`config.mk`:
```
export PLATFORM = sky130hd
export DESIGN_NAME = fb_fill_writer
export DESIGN_NICKNAME = d
export VERILOG_FILES = /design/src/rtl/fb_fill_writer.sv
export SDC_FILE = /design/constraint.sdc
export NUM_CORES = 1
export LEC_CHECK = 0
export ABC_CLOCK_PERIOD_IN_PS = 4000
export CORE_ASPECT_RATIO = 1.25
export CORE_UTILIZATION = 56
export DETAILED_ROUTE_END_ITERATION = 10
export PLACE_DENSITY_LB_ADDON = 0.2
export SLEW_MARGIN = 15
export SYNTH_ARGS = -nofsm -noshare
export SYNTH_HDL_FRONTEND = slang
export SYNTH_SLANG_ARGS = --single-unit
```
`constraint.sdc`:
```
create_clock -name clk -period 4 [get_ports clk]
set_input_delay 0.4 -clock clk [delete_from_list [all_inputs] [get_ports clk]]
set_output_delay 0.4 -clock clk [all_outputs]
set_load 0.01 [all_outputs]
```
`src/rtl/fb_fill_writer.sv`:
```
// rtl/fb_fill_writer.sv - ping-pong frame RAM fill writer
// Purpose: on each frame_start, walks the XMAX x YSPAN RAM-resident play area
//   column by column (y fastest), asks the combinational color source for each
//   pixel and writes it into the back buffer, then hands that buffer to the
//   reader through buf_sel.
// Ports:
//   clk, rst       clock, asynchronous active-low reset
//   frame_start    one-cycle fill request
//   xpos, ypos     coordinate of the next pixel for the color source
//   color_in       color for xpos/ypos, same cycle
//   wr_en/wr_ready write handshake; wr_addr = x*YSPAN + y, wr_data = color
//   buf_sel        back-buffer select (reader uses ~buf_sel)
//   busy, done     fill in progress / one-cycle completion pulse
//   overrun        sticky: frame_start seen while busy or on the done cycle
// Optional: define FB_FILL_CHECKSUM_EN to add frame_sum, the modulo-2^16 sum
//   of all accepted wr_data of the last completed frame.
module fb_fill_writer #(
  parameter int XMAX    = 240,
  parameter int YSPAN   = 264,
  parameter int YOFFSET = 24,
  parameter int ADDR_W  = 16,
  parameter int COLOR_W = 8
) (
  input  logic               clk,
  input  logic               rst,
  input  logic               frame_start,
  output logic [9:0]         xpos,
  output logic [9:0]         ypos,
  input  logic [COLOR_W-1:0] color_in,
  output logic               wr_en,
  input  logic               wr_ready,
  output logic [ADDR_W-1:0]  wr_addr,
  output logic [COLOR_W-1:0] wr_data,
  output logic               buf_sel,
  output logic               busy,
  output logic               done,
  output logic               overrun
`ifdef FB_FILL_CHECKSUM_EN
  ,
  output logic [15:0]        frame_sum
`endif
);

  typedef enum logic [1:0] {
    ST_IDLE  = 2'd0,
    ST_FILL  = 2'd1,
    ST_DRAIN = 2'd2
  } state_t;

  localparam logic [9:0] XLAST = 10'(XMAX - 1);
  localparam logic [9:0] YLAST = 10'(YSPAN - 1);
  localparam logic [9:0] YOFF  = 10'(YOFFSET);

  state_t            state, state_nxt;
  logic [9:0]        x_cnt, y_cnt;
  logic [ADDR_W-1:0] lin_cnt;   // running x*YSPAN + y, avoids a multiplier
  logic              started;   // a buffer has been filled since reset
  logic              load, start_ok, finish, last_pix;

  assign xpos     = x_cnt;
  assign ypos     = y_cnt + YOFF;
  assign last_pix = (x_cnt == XLAST) && (y_cnt == YLAST);

  // State register
  always_ff @(posedge clk or negedge rst) begin
    if (!rst) state <= ST_IDLE;
    else      state <= state_nxt;
  end

  // Next-state logic
  always_comb begin
    state_nxt = state;
    case (state)
      ST_IDLE:  if (start_ok)        state_nxt = ST_FILL;
      ST_FILL:  if (load && last_pix) state_nxt = ST_DRAIN;
      ST_DRAIN: if (wr_ready)        state_nxt = ST_IDLE;
      default:                       state_nxt = ST_IDLE;
    endcase
  end

  // Output / control decode. A start request on the done cycle is dropped:
  // the pulse is treated as having arrived while still busy.
  always_comb begin
    busy     = (state != ST_IDLE);
    load     = (state == ST_FILL) && (!wr_en || wr_ready);
    start_ok = (state == ST_IDLE) && frame_start && !done;
    finish   = (state == ST_DRAIN) && wr_ready;  // wr_en is always high in DRAIN
  end

  // Counters and the single output register stage
  always_ff @(posedge clk or negedge rst) begin
    if (!rst) begin
      x_cnt   <= '0;
      y_cnt   <= '0;
      lin_cnt <= '0;
      wr_en   <= 1'b0;
      wr_addr <= '0;
      wr_data <= '0;
      buf_sel <= 1'b0;
      started <= 1'b0;
      done    <= 1'b0;
      overrun <= 1'b0;
    end else begin
      done <= finish;
      if (frame_start && (busy || done)) overrun <= 1'b1;

      if (start_ok) begin
        x_cnt   <= '0;
        y_cnt   <= '0;
        lin_cnt <= '0;
        started <= 1'b1;
        // The first fill after reset has no valid front buffer to swap from.
        if (started) buf_sel <= ~buf_sel;
      end

      if (load) begin
        wr_en   <= 1'b1;
        wr_data <= color_in;
        wr_addr <= lin_cnt;
        lin_cnt <= lin_cnt + 1'b1;
        if (y_cnt == YLAST) begin
          y_cnt <= '0;
          x_cnt <= (x_cnt == XLAST) ? '0 : x_cnt + 1'b1;
        end else begin
          y_cnt <= y_cnt + 1'b1;
        end
      end else if (finish) begin
        wr_en <= 1'b0;
      end
    end
  end

`ifdef FB_FILL_CHECKSUM_EN
  logic [15:0] sum_run;

  always_ff @(posedge clk or negedge rst) begin
    if (!rst) begin
      sum_run   <= '0;
      frame_sum <= '0;
    end else begin
      if (start_ok)              sum_run <= '0;
      else if (wr_en && wr_ready) sum_run <= sum_run + 16'(wr_data);
      // The final accepted write is folded in on the same edge done rises.
      if (finish) frame_sum <= sum_run + 16'(wr_data);
    end
  end
`endif

endmodule

```
==> impl_metrics.env <==
export IMPL_status="completed"
export IMPL_synth_largest_area_cell="dfrtp_1"
export IMPL_slew_headroom_pct=36.3
export IMPL_synth_area_sq_mm=0.00321
export IMPL_cp_slowest_cell="clkdlybuf4s50_1"
export IMPL_nNetsFinal=423
export IMPL_syn_to_final_growth_pct=26.4
export IMPL_p_sw_mw=0.513
export IMPL_cts_sinks=67
export IMPL_timing_final_crit_period_ns=2.63
export IMPL_skew_ns=0.0122
export IMPL_grt_pass1_wl_microns=11000
export IMPL_drive_gt1_share_pct=6.59
export IMPL_htree_levels=3
export IMPL_cp_data_required_time_ns=3.60
export IMPL_ir_drop_v=0.000324
export IMPL_via_count=2640
export IMPL_cts_buffers=9
export IMPL_hold_path_class="input pin to asynchronous set/reset pin"
export IMPL_tightest_slew_ns=0.956
export IMPL_grt_total_usage_pct=23.4
export IMPL_start_kind="flop"
export IMPL_gp_congestion=0.800
export IMPL_grt_antenna_before_repair=0
export IMPL_synthTopCellsByArea="dfrtp_1 52%, nand2_1 12%, o21ai_0 4.7%, nand3_1 2.7%, a21o_1 2.1%"
export IMPL_pin_count=61
export IMPL_clk_path_buf_depth=2
export IMPL_synth_seq_cells=67
export IMPL_hold_viol_final=0
export IMPL_crit_path_end_kind="primary output"
export IMPL_slowest_delay_ns=0.55
export IMPL_synth_nets=366
export IMPL_path_cells="inv_1, ha_1, nor2b_1, nand4_1, xnor2_1, clkdlybuf4s50_1"
export IMPL_crit_fanout=7
export IMPL_cts_tree="done"
export IMPL_grt_overflow=0
export IMPL_finalWirelength_microns=6670
export IMPL_pwr_share_clk_pct=35.8
export IMPL_yosys_area_top_type_share_pct=52.3
export IMPL_die_h_microns=86.6
export IMPL_insertion_delay_ns=0.35
export IMPL_maxCapViolCount=0
export IMPL_finalPower_mw=1.90
export IMPL_fp_dieW_microns=69.7
export IMPL_grt_pass1_vias=2456
export IMPL_min_period_over_period_pct=65.7
export IMPL_cts_root_buf="clkbuf_8"
export IMPL_crit_arrival_ns=2.23
export IMPL_p_int_mw=1.39
export IMPL_ctsResizeCount=0
export IMPL_grt_setup_unrepaired="false"
export IMPL_row_count=30
export IMPL_power_per_cell_area_mw_per_mm2=470
export IMPL_drtIter0Drc=221
export IMPL_synth_warnings=0
export IMPL_max_freq_mhz=381
export IMPL_yosysSeqAreaShare_pct=52.3
export IMPL_start_util_pct=58.5
export IMPL_routedWlPerCell_microns=14.1
export IMPL_slew_viol_final=0
export IMPL_dieArea_sq_mm=0.00604
export IMPL_drc=0
export IMPL_cts_hold_buf=0
export IMPL_combPwrFrac_pct=18.7
export IMPL_core_sq_mm=0.00548
export IMPL_cts_setup_buffers=0
export IMPL_switching_share_pct=26.9
export IMPL_setup_viol=0
export IMPL_avgSynthCellArea_sq_um=9.19
export IMPL_grt_max_degree=44
export IMPL_clkTransAtPathRegs_ns=0.08
export IMPL_yosysUniqueCellTypes=43
export IMPL_fill_cells=420
export IMPL_tns_ns=0
export IMPL_dp_hpwl_microns=4530
export IMPL_diodes=0
export IMPL_routed_via_density=5.57
export IMPL_power_frac_seq_pct=45.5
export IMPL_power_leakage_nw=1.94
export IMPL_port_buffers=60
export IMPL_synthCells=349
export IMPL_critPathKind="flop to primary output"
export IMPL_first_pass_iters=4
export IMPL_ant_nets=0
synthesized netlist by cell type, drive strengths merged:
cell type / n
and4: 2
and3: 10
o21ai: 33
mux2i: 6
or3: 3
ha: 5
inv: 9
nand2: 99
buf: 8
a31o: 1
o21bai: 2
xnor2: 7
o311ai: 1
xor2: 1
a31oi: 1
nor3: 6
and2: 3
nor3b: 4
nand3: 17
nor2b: 2
nor4: 6
dfrtp: 67
a21o: 9
a21oi: 9
nand2b: 3
a22o: 3
or2: 1
o2bb2ai: 1
clkbuf: 9
nor2: 13
o2111ai: 1
o21a: 2
nand4: 5
per-stage QoR:
stage | hold WS (ns) | util [%] | worst slack (ns) | std cells | cell area (sq um)
2_1_floorplan | 0.104 | - | 2.15 | 349 | 3210
3_3_place_gp | 0.451 | 69.6 | 1.58 | 459 | 3810
3_5_place_dp | 0.461 | 69.6 | 1.53 | 459 | 3810
4_1_cts | 0.227 | 73.9 | 1.35 | 474 | 4050
5_1_grt | 0.282 | 73.9 | 1.22 | 474 | 4050
6_report | 0.204 | 73.9 | 1.37 | 474 | 4050
power by group through the flow:
stage / Sequential [mW] / Clock [mW] / Combinational (mW)
final: 0.867 / 0.681 / 0.356
after global routing: 0.881 / 0.723 / 0.397
after CTS: 0.865 / 0.690 / 0.361
after detailed placement: 0.876 / 0 / 0.360
after global placement: 0.872 / 0 / 0.352
after floorplan: 0.877 / 0 / 0.167
kinds of logic (layout without fill, tap and decap cells):
| kind of cell | count (synthesis) | after routing | share of synthesized area (%) |
|---|---|---|---|
| flip-flops | 67 | 67 | 52.3 |
| adder cells (fa/ha/maj) | 5 | 5 | 1.95 |
| multiplexers | 6 | 6 | 1.87 |
| AO/OA/AOI/OAI | 63 | 63 | 11.8 |
| XOR/XNOR | 8 | 8 | 2.19 |
| AND/OR/NAND/NOR | 174 | 174 | 25.9 |
| buffers and inverters | 26 | 87 | 3.94 |
path summary, 6_finish.rpt:
check,from,end,slack (ns),depth (start not counted)
max in group asynchronous,rst,wr_addr[14],2.91,2
worst max-delay path,y_cnt[3],ypos[9],1.37,6
worst min-delay path,rst,y_cnt[7],0.20,1
worst min register to register,wr_addr[11],wr_addr[11],0.47,2
min in group clk,wr_addr[11],wr_addr[11],0.47,2
worst max register to register,state[1],lin_cnt[13],1.87,6
state kept, by name, summed over array words and instances, names as in the netlist, 2 cells and up:
register,flops
state,2
xpos,10
lin_cnt,16
y_cnt,10
wr_data,8
wr_addr,16
layout by cell type, fill, tap and decap left out, types with 2 or more instances in the layout:
cell             count
xnor2_1              7
nand2b_1             3
dfrtp_1             67
mux2i_1              6
a21oi_1              8
and2_1               2
nand4_1              4
or3_1                3
and4_1               2
ha_1                 5
inv_1                9
a22o_1               3
buf_4                3
nand2_1             99
and3_1              10
o21a_1               2
bufinv_16            3
nor2_1              13
nand3_1             17
nor2b_1              2
o21ai_0             30
nor3b_2              3
o21bai_1             2
clkdlybuf4s50_1     59
nor4_1               4
clkbuf_8            10
o21ai_1              3
a21o_1               9
nor3_1               6
routing by layer:
| metal | vias to the layer above | global-route usage (%) | part of all wire [%] |
|---|---|---|---|
| met1 | 1273 | 28.1 | 44 |
| met3 | 7 | 6.28 | 5.0 |
| met4 | 0 | 9.27 | 1.4 |
| met2 | 65 | 40.4 | 49 |
| li1 | 1295 | - | - |
| met5 | - | 0 | 0 |
worst max-delay path, delay by kind of cell (launching register included):
| kind | cells | cell delay (ns) |
|---|---|---|
| adder cells (fa/ha/maj) | 1 | 0.25 |
| flip-flops | 1 | 0.50 |
| buffers and inverters | 2 | 0.67 |
| AND/OR/NAND/NOR | 2 | 0.30 |
| XOR/XNOR | 1 | 0.16 |
final cells by class:
class	instances	area (sq um)	area share, %
clock buffer	11	141	3.49
clock inverter	4	98.8	2.44
inverter	9	33.8	0.834
multi-input combinational	256	1400	34.6
sequential	67	1680	41.4
tap	64	80.1	1.98
timing repair buffer	63	618	15.3
No activity file was read; power rests on OpenSTA's default activity.
